### src/rtl/sky_xu_pkg.sv
// Shared types and widths for the XU memory-side blocks.
package sky_xu_pkg;

    localparam int SKY_XLEN = 32;

    typedef enum logic [1:0] {
        IDLE,
        ISSUE,
        WAIT
    } arb_state_t;

    typedef enum logic {
        OWN_FETCH,
        OWN_DATA
    } arb_owner_t;

endpackage

### src/rtl/sky_mem_arbiter.sv
// Single-outstanding memory arbiter between instruction fetch and load/store,
// with data priority and a starvation guard that eventually forces a fetch grant.
module sky_mem_arbiter
    import sky_xu_pkg::*;
#(
    parameter int unsigned STARVE_LIMIT = 4
) (
    input  logic                clk,
    input  logic                reset_n,
    input  logic                if_req,
    input  logic [SKY_XLEN-1:0] if_addr,
    output logic                if_gnt,
    output logic                if_rvalid,
    output logic [SKY_XLEN-1:0] if_rdata,
    input  logic                dm_req,
    input  logic                dm_we,
    input  logic [SKY_XLEN-1:0] dm_addr,
    input  logic [SKY_XLEN-1:0] dm_wdata,
    output logic                dm_gnt,
    output logic                dm_rvalid,
    output logic [SKY_XLEN-1:0] dm_rdata,
    output logic                data_stall,
    output logic                mem_req,
    output logic                mem_we,
    output logic [SKY_XLEN-1:0] mem_addr,
    output logic [SKY_XLEN-1:0] mem_wdata,
    input  logic                mem_ready,
    input  logic                mem_rvalid,
    input  logic [SKY_XLEN-1:0] mem_rdata,
    output logic                busy,
    output logic                proto_err
);

    localparam logic [3:0] LIMIT = 4'(STARVE_LIMIT);

    arb_state_t          state;
    arb_owner_t          owner;
    logic                we_q;
    logic [SKY_XLEN-1:0] addr_q;
    logic [SKY_XLEN-1:0] wdata_q;
    logic [SKY_XLEN-1:0] if_rdata_q;
    logic [SKY_XLEN-1:0] dm_rdata_q;
    logic [3:0]          starve_cnt;
    logic                mem_req_q;
    logic                busy_q;
    logic                proto_q;

    logic idle;
    logic resp;
    logic fetch_win;
    logic data_win;

    always_comb begin
        idle       = (state == IDLE);
        resp       = (state == WAIT) && mem_rvalid;
        // Fetch wins when alone, or when data has won LIMIT times in a row over it.
        fetch_win  = if_req && (!dm_req || (starve_cnt == LIMIT));
        data_win   = dm_req && !fetch_win;
        if_gnt     = idle && fetch_win;
        dm_gnt     = idle && data_win;
        if_rvalid  = resp && (owner == OWN_FETCH);
        dm_rvalid  = resp && (owner == OWN_DATA);
        if_rdata   = if_rvalid ? mem_rdata : if_rdata_q;
        dm_rdata   = dm_rvalid ? mem_rdata : dm_rdata_q;
        data_stall = dm_req || (!idle && (owner == OWN_DATA) && !resp);
        mem_req    = mem_req_q;
        mem_we     = we_q;
        mem_addr   = addr_q;
        mem_wdata  = wdata_q;
        busy       = busy_q;
        proto_err  = proto_q;
    end

    always_ff @(posedge clk or negedge reset_n) begin
        if (!reset_n) begin
            state      <= IDLE;
            owner      <= OWN_FETCH;
            we_q       <= 1'b0;
            addr_q     <= '0;
            wdata_q    <= '0;
            if_rdata_q <= '0;
            dm_rdata_q <= '0;
            starve_cnt <= '0;
            mem_req_q  <= 1'b0;
            busy_q     <= 1'b0;
            proto_q    <= 1'b0;
        end else begin
            if (mem_rvalid && (state != WAIT)) proto_q <= 1'b1;
            if (if_rvalid) if_rdata_q <= mem_rdata;
            if (dm_rvalid) dm_rdata_q <= mem_rdata;

            case (state)
                IDLE: begin
                    if (!if_req || fetch_win) begin
                        starve_cnt <= '0;
                    end else if (data_win && (starve_cnt != 4'hF)) begin
                        starve_cnt <= starve_cnt + 4'd1;
                    end
                    if (fetch_win || data_win) begin
                        owner     <= fetch_win ? OWN_FETCH : OWN_DATA;
                        we_q      <= fetch_win ? 1'b0 : dm_we;
                        addr_q    <= fetch_win ? if_addr : dm_addr;
                        wdata_q   <= fetch_win ? '0 : dm_wdata;
                        state     <= ISSUE;
                        mem_req_q <= 1'b1;
                        busy_q    <= 1'b1;
                    end
                end
                ISSUE: begin
                    if (mem_ready) begin
                        state     <= WAIT;
                        mem_req_q <= 1'b0;
                    end
                end
                WAIT: begin
                    if (mem_rvalid) begin
                        state  <= IDLE;
                        busy_q <= 1'b0;
                    end
                end
                default: begin
                    state     <= IDLE;
                    mem_req_q <= 1'b0;
                    busy_q    <= 1'b0;
                end
            endcase
        end
    end

endmodule

### config.mk
export PLATFORM = sky130hd
export DESIGN_NAME = sky_mem_arbiter
export DESIGN_NICKNAME = d
export VERILOG_FILES = /design/src/rtl/sky_xu_pkg.sv /design/src/rtl/sky_mem_arbiter.sv
export SDC_FILE = /design/constraint.sdc
export NUM_CORES = 1
export LEC_CHECK = 0
export CAP_MARGIN = 40
export CORE_MARGIN = 5
export CORE_UTILIZATION = 35
export CTS_CLUSTER_SIZE = 16
export DETAILED_ROUTE_END_ITERATION = 16
export GPL_TIMING_DRIVEN = 0
export MAX_ROUTING_LAYER = met4
export PLACE_DENSITY_LB_ADDON = 0.05
export SYNTH_ARGS = -nofsm -noshare
export SYNTH_HDL_FRONTEND = slang
export SYNTH_SLANG_ARGS = --single-unit
### constraint.sdc
create_clock -name clk -period 2.2 [get_ports clk]
set_input_delay 0.44 -clock clk [delete_from_list [all_inputs] [get_ports clk]]
set_output_delay 0.44 -clock clk [all_outputs]
set_load 0.02 [all_outputs]
* Word-level counts from Yosys, hierarchy flattened
Cells that the tools add are included.
Cells by class: add/sub/neg operators 1, $mul 0, divide/modulo/power cells 0, order comparisons 0, equal/unequal tests 8, shift operators 0, multiplexer cells 17, bitwise gates (word level) 3, reductions and logical operators 27
Operators by type and width (count):
- 2-to-1 mux 32 bit | 4
- logical AND 1 bit | 11
- AND reduction 3 bit | 3
- 2-to-1 mux 4 bit | 2
- 2-to-1 mux 2 bit | 3
- != test 2 bit, second input constant | 3
- one-hot mux 1 bit (3 select lines) | 2
- one-hot mux 2 bit (3 select lines) | 1
- zero test 1 bit | 5
- 2-to-1 mux 1 bit | 5
- adder 4 x 1 -> 4 bit, second input constant | 1
- == test 4 x 3 -> 1 bit, second input constant | 1
- logical OR 1 bit | 4
- != test 4 bit, second input constant | 1
- AND reduction 2 bit | 2
- NOT 1 bit | 3
- == test 2 x 1 -> 1 bit, second input constant | 1
- == test 2 bit, second input constant | 1
- zero test 2 bit | 1
- != test 2 x 1 -> 1 bit, second input constant | 1
- nonzero test 2 bit | 1
Storage, ports and cells: bits in registers 139, latch bits 0, bits in writable memories 0, bits in read-only memories 0, input bits 135, output and inout bits 137, memories kept 0

* Longest topological paths before layout
Gate-level depths: netlist (run 1).
depth after elaboration 8, mapped depth 9, gate-level depth less buffers 6

* Worst setup path after synthesis (run 1)
No wires, ideal clock.
path kind register to output, start point register starve_cnt[0], end point output if_gnt, arrival time 1.648 ns, slack 0.112 ns, cell stages (with the launch flop) 8, path buffers 2, path through dfrtp_1 -> inv_1 -> ha_1 -> nand3b_1 -> a21bo_1 -> buf_6 -> clkbuf_1 -> nor3_1
On the way: word-level cells in the longest chain between the ends 4
Ends and longest elaborated chain:
- start, declared | line sky_mem_arbiter.sv:43 | logic [3:0] starve_cnt;
- start signal, assigned | line sky_mem_arbiter.sv:97 | starve_cnt <= starve_cnt + 4'd1;
- == test 4 x 3 -> 1 bit | line sky_mem_arbiter.sv:57 | fetch_win = if_req && (!dm_req || (starve_cnt == LIMIT));
- logical OR 1 bit | line sky_mem_arbiter.sv:57
- logical AND 1 bit | line sky_mem_arbiter.sv:57
- logical AND 1 bit | line sky_mem_arbiter.sv:59 | if_gnt = idle && fetch_win;
- end, declared | line sky_mem_arbiter.sv:12 | output logic if_gnt,
Every way passes these cells.

* Worst setup path after layout (run 1)
start point register state[0], end point output if_rdata[13]
On the way: word-level cells in the longest chain between the ends 4
Ends and longest elaborated chain:
- start, declared | line sky_mem_arbiter.sv:36 | arb_state_t state;
- start signal, assigned | line sky_mem_arbiter.sv:76 | state <= IDLE;
- start signal, assigned | line sky_mem_arbiter.sv:104 | state <= ISSUE;
- start signal, assigned | line sky_mem_arbiter.sv:111 | state <= WAIT;
- == test 2 bit | line sky_mem_arbiter.sv:55 | resp = (state == WAIT) && mem_rvalid;
- logical AND 1 bit | line sky_mem_arbiter.sv:55
- logical AND 1 bit | line sky_mem_arbiter.sv:61 | if_rvalid = resp && (owner == OWN_FETCH);
- 2-to-1 mux 32 bit
- end, declared | line sky_mem_arbiter.sv:14 | output logic [SKY_XLEN-1:0] if_rdata,
Every way passes these cells.

==> results of run 1 <==
## timing repair
item	4_1_cts	5_1_grt
gates resized for setup	500	25
endpoints found under the hold margin	0	0
cloned	5	0
setup buffers	28	7
endpoints found under the setup margin	69	99
pin swaps	2	1
## report_power, final
group / internal (W) / total, W / switching, W
registers: 0.00372 / 0.00421 / 0.000488
logic: 0.00404 / 0.00781 / 0.00377
clock network: 0.00201 / 0.00307 / 0.00106
total: 0.00977 / 0.0151 / 0.00531
## metal layers
layer	part of all wire, %	global-route usage, %	vias up	wire, um
li1	-	-	2198	-
met1	41	23.87	2263	7263
met2	49	32.25	169	8771
met3	7.3	6.092	24	1299
met4	2.2	6.495	0	388
met5	0	-	-	0
## metrics by stage
stage                     instance area, sq um  util, %  hold slack (ns)  worst slack [ns]
final                                     9942    63.27         0.002642           -0.2283
after global routing                      9942    63.27          0.05273           -0.3230
after CTS                                 9922    63.15          0.02518           -0.2920
after detailed placement                  8526    54.26           0.4681           -0.8096
after global placement                    8497    54.08           0.4645            -4.901
after floorplan                           5534        -           0.1444            0.1123
## flip-flops by register name, summed over array words and instances (netlist names)
| signal | flops |
|---|---|
| busy | 1 |
| dm_rdata_q | 32 |
| if_rdata_q | 32 |
| mem_addr | 32 |
| mem_req | 1 |
| mem_wdata | 32 |
| mem_we | 1 |
| owner | 1 |
| proto_err | 1 |
| starve_cnt | 4 |
| state | 2 |
## cell usage after synthesis
library cell    n
dfrtp_1       139
a21oi_1        67
mux2_2         66
nand2_1        39
a22o_1         34
nor2_1         33
clkbuf_1       12
buf_2           9
buf_6           5
inv_1           5
buf_4           3
nor2b_1         3
o21ai_0         3
buf_1           2
ha_1            2
nand3_1         2
nor2_2          2
o21a_1          2
a21bo_1         1
a21boi_1        1
a21o_1          1
and2_1          1
and3_4          1
nand2b_1        1
nand3b_1        1
nor3_1          1
o2111a_1        1
o211ai_1        1
o21ai_1         1
o21bai_1        1
o311ai_0        1
o31a_1          1
o31ai_1         1
## cell usage in the layout (no fill, tap or decap), types with 2 or more instances in the layout
cell and count:
clkdlybuf4s50_1 198, dfrtp_1 138, buf_6 73, a21oi_1 67
mux2_4 59, nand2_1 38, a22o_1 34, nor2_1 33
buf_4 27, clkbuf_16 18, clkbuf_1 8, mux2_2 7
buf_2 7, buf_8 6, inv_1 5, bufinv_16 4
clkbuf_8 4, buf_16 4, buf_12 3, o21ai_0 3
nor2_4 2, nor2b_1 2, o21a_1 2, buf_1 2
ha_1 2, clkinv_2 2, clkinvlp_4 2, clkbuf_2 2
## kinds of logic after synthesis
kind of cell | count (synthesis) | share of synthesized area [%]
compound gates | 116 | 13.45
fa+ha+maj | 2 | 0.4521
buf+inv | 36 | 3.527
flops | 139 | 62.85
mux | 66 | 13.43
simple gates | 84 | 6.285
## area by class of cell
type / instances / area [sq um] / share of cell area [%]
Tap cell: 216 / 270.3 / 2.718
Inverter: 5 / 18.77 / 0.1888
Buffer: 26 / 222.7 / 2.240
Multi-Input combinational cell: 268 / 2137 / 21.50
Antenna cell: 1 / 2.502 / 0.02517
Sequential cell: 139 / 3480 / 35.00
Timing Repair Buffer: 307 / 3168 / 31.87
Clock inverter: 10 / 162.7 / 1.636
Clock buffer: 21 / 480.5 / 4.833
## path summary, 6_finish.rpt
kind	startpoint	endpoint	slack, ns	depth (start not counted)
max	state[0]	if_rdata[13]	-0.23	8
min	reset_n	mem_wdata[8]	0.003	1
max reg2reg	starve_cnt[0]	mem_addr[1]	0.11	12
min reg2reg	proto_err	proto_err	0.47	1
max in group asynchronous	reset_n	dm_rdata_q[11]	1.42	2
min in group clk	if_req	starve_cnt[2]	0.39	3
==> metrics.md, run 1 <==
| Metric | Value |
|---|---|
| Die Span Y | 135.7 um |
| Seq/Total Area, Yosys | 62.85% |
| Vias in the first global route | 5136 |
| Final nets | 901 |
| Pleak | 4.587 nW |
| Critical path's top delay family | buffers and inverters |
| Via density | 4.687 |
| RePlAce Congestion | 0.8240 |
| # rows | 46 |
| Worst vdd ir | 0.7958 mV |
| RSZ-0062 raised after global routing | true |
| Slew at the pin with the worst max-slew slack | 0.6197 ns |
| Syn Nets | 580 |
| # setup viols final | 65 |
| Root buf cell | clkbuf_16 |
| Fmax | 411.8 MHz |
| Num ports | 272 |
| Initial DRC Count | 145 |
| Fin. Hold Viols | 0 |
| Critical-path cell list | nor2b_4 -> nand2_2 -> nor2_4 -> buf_12 -> buf_8 -> buf_8 -> mux2_4 -> buf_6 |
| Tot Pwr | 0.01508 W |
| Hold Crit Class | input port to async pin |
| Final HPWL DP | 12550 um |
| Crit path launch type | register |
| Fin crit share | 110.4% |
| Max-cap viol count | 0 |
| Via count | 4654 |
| Synth warn | 0 |
| Fin worst setup slack | -0.2283 ns |
| Share of layout cells above drive strength 1 | 29.64% |
| Max-slew violations | 0 |
| DP Cell Count | 929 |
| Post-route insts no fill | 993 |
| Synth area leaders | dfrtp_1, mux2_2, a21oi_1 |
| Gr ovfl total | 0 |
| Post-Syn Area | 5534 sq um |
| Cts-stage hold buffer count | 0 |
| CP max stage cell | dfrtp_2 |
| CORE AREA | 15710 sq um |
| Total GRT Usage | 19.91% |
| PD cells | 1517 nW/um^2 |
| Die outline width | 135.7 um |
| Antenna-violating nets left | 0 |
| Count of cell types in the netlist | 33 |
| Failing checks | setup timing |
| Largest net degree at the start of global routing | 77 |
| Min Tclk post-route | 2.428 ns |
| Clock skew | 0.008740 ns |
| CTS tree | built |
| Final Routed Wirelength | 17720 um |
| Critical path required time | 1.76 ns |
| Share of the synthesized area in the top cell type | 62.85% |
| Worst skew pair latency | 0.42 ns |
| Global-route wire length before repair | 27540 um |
| Syn Area/Cell | 12.49 sq um |
| Area growth from synthesis to final layout | 79.65% |
| Fill cells | 1286 |
| Relative slew slack | 58.68% |
| Post-synth top area cell | dfrtp_1 |
| Clock-pin slew on the worst setup and hold paths | 0.06 ns |
| Max stage delay on crit path | 0.43 ns |
| CTS Buf Count | 17 |
| Worst path arrival time | 1.99 ns |
| CP Class | register to output port |
| Critical Path Fanout Max | 5 |
| Clk sinks | 139 |
| Synthesized flop and latch total | 139 |
| Antenna violations before repair | 1 |
| Residual DRC | 0 |
| Die footprint | 18430 sq um |
| Pre-antenna DRT Iters | 4 |
| # port buffers | 269 |
| Final TNS setup | -10.51 ns |
| Wire length per cell | 17.85 um |
| Mapped Cells | 443 |
| Crit end category | output port |
| Worst-case clock buffer depth | 2 |
| Status | complete, but fails checks |
| Critical Path Most Common Cell | buf_8 |
| Max H-tree Level | 4 |
| CP Buf/Inv Count | 4 |
| Initial Util | 35.22% |
Power figures use the tool's default switching activity.
==> run 2: changes to the inputs <==
--- a/config.mk
+++ b/config.mk
@@ -13,6 +13,8 @@
 export GPL_TIMING_DRIVEN = 0
 export MAX_ROUTING_LAYER = met4
 export PLACE_DENSITY_LB_ADDON = 0.05
+export SLEW_MARGIN = 20
 export SYNTH_ARGS = -nofsm -noshare
 export SYNTH_HDL_FRONTEND = slang
 export SYNTH_SLANG_ARGS = --single-unit
+export TNS_END_PERCENT = 5
==> run 2 against run 1 <==
Net effect: the flow still finishes with violations (setup timing); critical path depth stayed put; total power is 1.8% lower; final cell count is 1.1% lower; register-to-register slack better by 0.11 ns.
==> metrics.md, run 2 (synthesis results as in run 1) <==
| Metric | Value |
|---|---|
| Pleak | 4.469 nW |
| Reg-to-Reg Start | state[0] |
| Global-route wire length before repair | 27170 um |
| RePlAce Congestion | 0.8240 |
| Antenna violations before repair | 1 |
| Num ports | 272 |
| Clk sinks | 139 |
| Multi-input gate area | 2062 sq um |
| Final nets | 890 |
| Most frequent cells in the layout | clkdlybuf4s50_1, dfrtp_1, a21oi_1 |
| Via count | 4633 |
| Crit end category | output port |
| Antenna-violating nets left | 0 |
| Final HPWL DP | 12550 um |
| PD cells | 1511 nW/um^2 |
| Status | complete, but fails checks |
| Critical-path cell list | nor2b_4 -> nand2_2 -> nor2_4 -> buf_12 -> buf_8 -> buf_8 -> mux2_4 -> buf_6 |
| Pre-CTS WS | -0.8096 ns |
| Fin. Hold Viols | 0 |
| Root buf cell | clkbuf_16 |
| Initial Util | 35.22% |
| Worst path arrival time | 2.00 ns |
| Critical Path Fanout Max | 5 |
| R2R cell count | 6 |
| Total GRT Usage | 19.69% |
| Tot Pwr | 0.01481 W |
| Clock skew | 0.007246 ns |
| Share of layout cells above drive strength 1 | 27.97% |
| RSZ-0062 raised after global routing | true |
| Die Span Y | 135.7 um |
| Worst vdd ir | 0.8007 mV |
| Die outline width | 135.7 um |
| Fmax | 409.0 MHz |
| Via density | 4.718 |
| Clock-pin slew on the worst setup and hold paths | 0.06 ns |
| Gr ovfl total | 0 |
| CP max stage cell | dfrtp_2 |
| Commonest non-fill, non-tap cell in the layout | clkdlybuf4s50_1 |
| Max-slew violations | 0 |
| Crit path launch type | register |
| CP startpoint | state[0] |
| Hold Crit Class | input port to register |
| Critical path required time | 1.76 ns |
| Capture point of the worst path | if_rdata[20] |
| Initial DRC Count | 135 |
| Slew at the pin with the worst max-slew slack | 0.5093 ns |
| Max stage delay on crit path | 0.43 ns |
| Wire length per cell | 17.78 um |
| Vias in the first global route | 5120 |
| Failing checks | setup timing |
| Critical Path Most Common Cell | buf_8 |
| Fill cells | 1293 |
| Residual DRC | 0 |
| # rows | 46 |
| # setup viols final | 66 |
| Largest net degree at the start of global routing | 77 |
| CORE AREA | 15710 sq um |
| Die footprint | 18430 sq um |
| # port buffers | 269 |
| Worst-case clock buffer depth | 2 |
| Final Routed Wirelength | 17460 um |
| Fin crit share | 111.1% |
| Min Tclk post-route | 2.445 ns |
| Sequential cell area | 3480 sq um |
| Worst skew pair latency | 0.42 ns |
| R2R Setup Slk | 0.22 ns |
| Max-cap viol count | 0 |
| Area growth from synthesis to final layout | 77.07% |
| Relative slew slack | 66.04% |
| FF-to-FF End | mem_wdata[22] |
| CP Class | register to output port |
| CTS tree | built |
| CTS Buf Count | 17 |
| Fin worst setup slack | -0.2447 ns |
| Max H-tree Level | 4 |
| Pre-antenna DRT Iters | 4 |
[run 2: worst min-delay path by stage]
stage	startpoint	end	slack (ns)	cells after the start
2_1_floorplan	reset_n	busy	0.14	0
3_3_place_gp	busy	busy	0.46	2
3_5_place_dp	reset_n	mem_wdata[8]	0.42	1
4_1_cts	if_req	starve_cnt[3]	0.35	3
5_1_grt	if_req	starve_cnt[2]	0.37	3
6_report	if_req	starve_cnt[2]	0.37	3
[run 2: metrics by stage]
step	hold slack [ns]	utilization (%)	cells	TNS, ns	cell area [sq um]
2_1_floorplan	0.1444	-	443	0	5534
3_3_place_gp	0.4645	54.08	928	-728.11	8497
3_5_place_dp	0.4187	54.28	929	-48.61	8529
4_1_cts	0.3540	62.34	982	-16.85	9796
5_1_grt	0.3661	62.37	982	-18.87	9799
6_report	0.3722	62.37	982	-12.26	9799
[run 2: final cells by class]
| type | count | share of cell area [%] |
|---|---|---|
| Multi-Input combinational cell | 268 | 21.04 |
| Tap cell | 216 | 2.758 |
| Clock inverter | 10 | 1.660 |
| Inverter | 5 | 0.1915 |
| Clock buffer | 21 | 4.903 |
| Buffer | 29 | 2.490 |
| Antenna cell | 1 | 0.02554 |
| Timing Repair Buffer | 293 | 31.42 |
| Sequential cell | 139 | 35.51 |
[run 2: layer usage]
metal  up-vias  wire [um]  global-route usage [%]
met5         -          0                       -
met4         0        356                   6.719
met3        24       1340                   5.795
met2       175       8694                   32.05
met1      2257       7066                   23.49
li1       2177          -                       -
[run 2: critical path: cells and delay by family, from the launching register on]
family        cells  cell delay (ns)
buf+inv           4             0.51
flops             1             0.43
mux               1             0.32
simple gates      3             0.33
[run 2: repair_timing]
item,4_1_cts,5_1_grt
endpoints found under the setup margin,69,69
resized for setup,453,16
pin swaps,2,1
hold buffers,1,0
hold endpoints to repair,63,0
gates cloned,5,0
buffers inserted,17,0
[run 2: power breakdown]
group          switching (W)  internal, W  leakage [nW]
clock                0.00106      0.00201         0.312
sequential          0.000480      0.00372          1.70
combinational        0.00370      0.00384          2.46
total                0.00524      0.00957          4.47
==> RTL edit 1, RTL diff (config.mk and constraints of run 2) <==
Put a register stage on the output `proto_err`, without a reset. The value now appears one clock later. The other outputs are not delayed to match.
--- a/src/rtl/sky_mem_arbiter.sv
+++ b/src/rtl/sky_mem_arbiter.sv
@@ -33,4 +33,6 @@
 
     localparam logic [3:0] LIMIT = 4'(STARVE_LIMIT);
+
+    logic proto_err_d;
 
     arb_state_t          state;
@@ -69,5 +71,5 @@
         mem_wdata  = wdata_q;
         busy       = busy_q;
-        proto_err  = proto_q;
+        proto_err_d = proto_q;
     end
 
@@ -128,4 +130,8 @@
     end
 
+    always_ff @(posedge clk) begin
+        proto_err <= proto_err_d;
+    end
+
 endmodule
 
Formal check against the unedited RTL: not equivalent (a bounded check fails within 4 cycles, from zero or initial values and one cycle with reset_n low).
==> RTL edit 1 against run 2 <==
- the flow still finishes with violations (setup timing)
- count of clock-buffer cells in the layout decreased by 1
- register-to-register slack got worse by 0.05 ns
- sequential cell count increased by 1
- clock skew decreased by 0.00079 ns
- area after synthesis increased by 0.36%
- final area decreased by 2.2%
- worst hold slack got worse by 0.0045 ns
- highest routed layer unchanged
- power decreased by 1.9%
- routed wire length decreased by 0.92%
- worst setup slack improved by 0.038 ns
==> RTL edit 1: results (changes against run 2) <==
* Clk_lat worst skew at 0.41 ns
* Proportion of cell area occupied by registers at 0.3650 (+0.009919)
* Clk cell area share at 0.06538 (-0.0002491)
* Dpl hpwl at 12390 um (-1.3%)
* Fin worst setup slack at -0.2063 ns (+0.03847 ns)
* Largest net degree at the start of global routing at 102 (+32%)
* Post-synthesis adder-cell area fraction at 0.004506 (-0.00001630)
* Fillers at 1320 (+2.1%)
* Critical-path maximum fanout at 5 (unchanged)
* Fin nets at 886 (-0.45%)
* Violated checks: setup timing
* Sequential cell count at 140 (+0.72%)
* Multi-input gate area at 2034 um^2 (-1.3%)
* Worst clock skew at 0.006461 ns (-0.0007858 ns)
* Port-buffer cells at 269 (unchanged)
* Vias in the first global route at 5023 (-1.9%)
* Initial antenna violation count at 1 (unchanged)
* Number of synthesized flops with an enable pin at 0 (unchanged)
* Routability-driven placement congestion ratio at 0.8610 (+4.5%)
* Total detailed-routing wirelength at 17300 um (-0.92%)
* Post-synthesis mux area share at 0.1338 (-0.0004841)
* Initial DRC Count at 119 (-12%)
* Post-DP Area at 8549 um^2 (+0.23%)
* Max VDD drop at 0.0008618 V (+7.6%)
* Arr. time, crit path at 1.97 ns (-0.03 ns)
* First-pass GRT wire length at 26670 um (-1.9%)
* Clock buf count at 20 (-4.8%)
* Syn Area/Cell at 12.51 um^2 (+0.14%)
* Pre-CTS WS at -0.8133 ns (-0.003688 ns)
* TNS Setup at -10.19 ns (+2.068 ns)
* Multi-input comb cells at 268 (unchanged)
* PostCTS Resize Cnt at 351 (-23%)
* P_leak at 4.332 nW (-3.1%)
* Number of instances in the placed design at 930 (+0.11%)
* Critical path's top delay family: flip-flops
* Total setup buffers inserted after CTS at 8 (-9)
* Gr usage total at 0.1909 (-0.005949)
* Sequential share of the synthesized area at 0.6299 (+0.001339)
* Worst hold-check path type: register to register
* Synth async-reset ratio at 0.9929 (-0.007143)
* Complex-gate fraction of the synthesized area at 0.1340 (-0.0004849)
* Number of non-clock buffers in the layout at 317 (-1.6%)
* Buffering overhead at 0.3270 (-0.01210)
* Status: finished, violations left
* Post-Layout Cell Count at 979 (-0.31%)
* Slew Limit Headroom at 0.6555 (-0.004892)
* # setup viols final at 66 (unchanged)
* Vias at 4661 (+0.60%)
* Area Growth Syn to Fin at 72.63%
* Syn Nets at 581 (+0.17%)
* Synth area leaders: dfrtp_1 (63%), mux2_2 (13%), a21oi_1 (6.0%)
* Synth cell types at 34 (+3.0%)
* Share of layout cells above drive strength 1 at 0.2756 (-0.004148)
## RTL edit 1: report_power, final
| group | switching (mW) | internal (mW) |
|---|---|---|
| logic | 3.63 | 3.64 |
| clock network | 1.15 | 1.88 |
| registers | 0.489 | 3.73 |
| total | 5.27 | 9.26 |
## RTL edit 1: final timing paths
check | start | endpoint | slack (ns) | depth (start not counted)
max | state[0] | if_rdata[22] | -0.21 | 7
min in group asynchronous | reset_n | mem_wdata[4] | 0.50 | 2
max in group asynchronous | reset_n | starve_cnt[0] | 0.89 | 3
max reg2reg | state[0] | mem_wdata[21] | 0.17 | 6
min reg2reg | proto_err_d | proto_err | 0.37 | 0
min | proto_err_d | proto_err | 0.37 | 0
## RTL edit 1: routing by layer
metal  vias up  wire (um)  GRT usage  share of wire
li1       2167          -          -              -
met1      2302       7072     0.2231           0.41
met2       170       8548     0.3131           0.49
met3        22       1341    0.06884          0.078
met4         0        334    0.05263          0.019
met5         -          0          -              0
==> RTL edit 2, RTL diff (flow settings as in run 2) <==
Without the edit above. The package constant `SKY_XLEN` goes from 32 to 64.
--- a/src/rtl/sky_xu_pkg.sv
+++ b/src/rtl/sky_xu_pkg.sv
@@ -2,5 +2,5 @@
 package sky_xu_pkg;
 
-    localparam int SKY_XLEN = 32;
+    localparam int SKY_XLEN = 64;
 
     typedef enum logic [1:0] {
Interface: changed (8 resized); port bits go from 272 to 528. No check against the original RTL was run, so the function may have changed too.
==> RTL edit 2 against run 2 <==
- the flow still finishes with violations (setup timing)
- final area increased by 81%
- power rose by 82%
- area after synthesis is 88% higher
- sequential cell count grew 128
- sequential share of layout area rose by 2.1 points
- worst hold slack got worse by 0.13 ns
- routed wire length up 120%
- worst setup slack lost 0.22 ns
- largest cell class unchanged
==> RTL edit 2: results (changes against run 2) <==
* Vias/cell at 4.819 (+2.1%)
* CTS Root Cell: clkbuf_16
* # setup viols final at 133 (+100%)
* Initial DRC Count at 303 (+120%)
* Worst hold-check path type: input pin to register
* Drt first pass iters at 5 (+1)
* Slew Limit Headroom at 0.4919 (-0.1685)
* Vias in the first global route at 9197 (+80%)
* Fillers at 2488 (+92%)
* Clk_lat worst skew at 0.54 ns (+0.12 ns)
* TritonCTS Buffers at 30 (+13)
* Fin worst setup slack at -0.4616 ns (-0.2169 ns)
* Max VDD drop at 0.0006826 V (-15%)
* Final Hold Viols at 0 (unchanged)
* Syn Nets at 1090 (+88%)
* Clock transition at the registers of the reported paths at 0.06 ns (about the same)
* DR WL/cell at 21.35 um (+20%)
* Yosys warns at 0 (unchanged)
* Dpl hpwl at 29740 um (+140%)
* Fin nets at 1664 (+87%)
* # H-tree levels at 1 (-3)
* Violated checks: setup timing
* Share of layout cells above drive strength 1 at 0.2593 (-0.02040)
* Clock Path Buffers at 3 (+1)
* Port-buffer cells at 525 (+95%)
* Internal power at 16.86 mW (+76%)
* Synth top cells by count: dfrtp_1 (267), a21oi_1 (131), mux2_2 (130), nand2_1 (71)
* Synth cell types at 33 (unchanged)
* Synth async-reset ratio at 1.000 (unchanged)
* Synth area leaders: dfrtp_1 (64%), mux2_2 (14%), a21oi_1 (6.3%)
* First-pass GRT wire length at 56810 um (+110%)
* Worst clock skew at 0.007352 ns (+0.0001057 ns)
* Critical-path maximum fanout at 10 (+5)
* Arr. time, crit path at 2.22 ns (+0.22 ns)
* Gr usage total at 0.2266 (+0.02967)
* P_leak at 8.050 nW (+80%)
* Sequential share of the synthesized area at 0.6407 (+0.01214)
* Status: finished, violations left
* Routability-driven placement congestion ratio at 0.8355 (+1.4%)
* Initial antenna violation count at 4 (+3)
* Pre-CTS WS at -0.8706 ns (-0.06099 ns)
* Largest net degree at the start of global routing at 80 (+3.9%)
* TNS Setup at -47.43 ns (-35.18 ns)
## RTL edit 2: final timing paths
path / startpoint / endpoint / slack [ns] / depth (start not counted)
worst max-delay path: state[0] / if_rdata[46] / -0.46 / 7
worst min-delay path: if_req / starve_cnt[2] / 0.25 / 3
worst max register to register: state[0] / mem_wdata[60] / 0.17 / 6
worst min register to register: proto_err / proto_err / 0.48 / 1
max in group asynchronous: reset_n / mem_addr[62] / 0.37 / 5
min in group asynchronous: reset_n / mem_wdata[54] / 0.38 / 2
## RTL edit 2: repair_timing
action / in CTS / in global routing
gates cloned: 3 / 0
buffers inserted: 12 / 1
gates resized for setup: 759 / 65
pin swaps: 2 / 1
hold buffers: 1 / 0
setup endpoints to repair: 133 / 153
hold endpoints to repair: 43 / 0
## RTL edit 2: area by class of cell
cell class	instances	area share
Multi-Input combinational cell	492	0.2046
Inverter	5	0.001056
Clock buffer	46	0.05018
Timing Repair Buffer	545	0.3080
Buffer	58	0.02752
Sequential cell	267	0.3759
Tap cell	390	0.02745
Antenna cell	4	0.0005630
Clock inverter	6	0.004715
## RTL edit 2: critical path, stage by stage, from the launching register on
cell and delay (ns):
dfrtp_2 0.44, nor2b_4 0.15, nand2_2 0.08, nor2_4 0.16
buf_12 0.17, buf_12 0.15, mux2_2 0.35, buf_2 0.16
## RTL edit 2: metrics by stage
step,util,power (mW),cell area [um^2],std cells
finish,0.6014,27.02,17780,1813
global route,0.6014,28.39,17780,1813
CTS,0.5966,27.05,17640,1809
detailed placement,0.5501,21.67,16260,1743
global placement,0.5471,21.58,16170,1740
floorplan,-,14.79,10430,825
## RTL edit 2: cells by family (layout without fill, tap and decap cells)
family	after synthesis	count (layout)	share of synthesized area
compound gates	212	212	0.1290
simple gates	148	148	0.05567
flops	267	267	0.6407
mux	130	130	0.1404
buf+inv	66	660	0.03191
fa+ha+maj	2	2	0.002399
other cells	0	4	0
## RTL edit 2: per-layer routing
| metal | GRT usage | vias to the layer above | share of wire |
|---|---|---|---|
| li1 | - | 4052 | - |
| met1 | 0.2567 | 4253 | 0.38 |
| met2 | 0.3900 | 366 | 0.51 |
| met3 | 0.06637 | 66 | 0.083 |
| met4 | 0.06635 | 0 | 0.029 |
| met5 | - | - | 0 |
## RTL edit 2: power groups by stage
stage          sequential [mW]  combinational, mW  clock [mW]
2_1_floorplan             9.20               5.59           0
3_3_place_gp              8.02               13.6           0
3_5_place_dp              8.05               13.6           0
4_1_cts                   8.04               13.9        5.08
5_1_grt                   8.27               14.9        5.26
6_report                  8.04               14.0        4.94
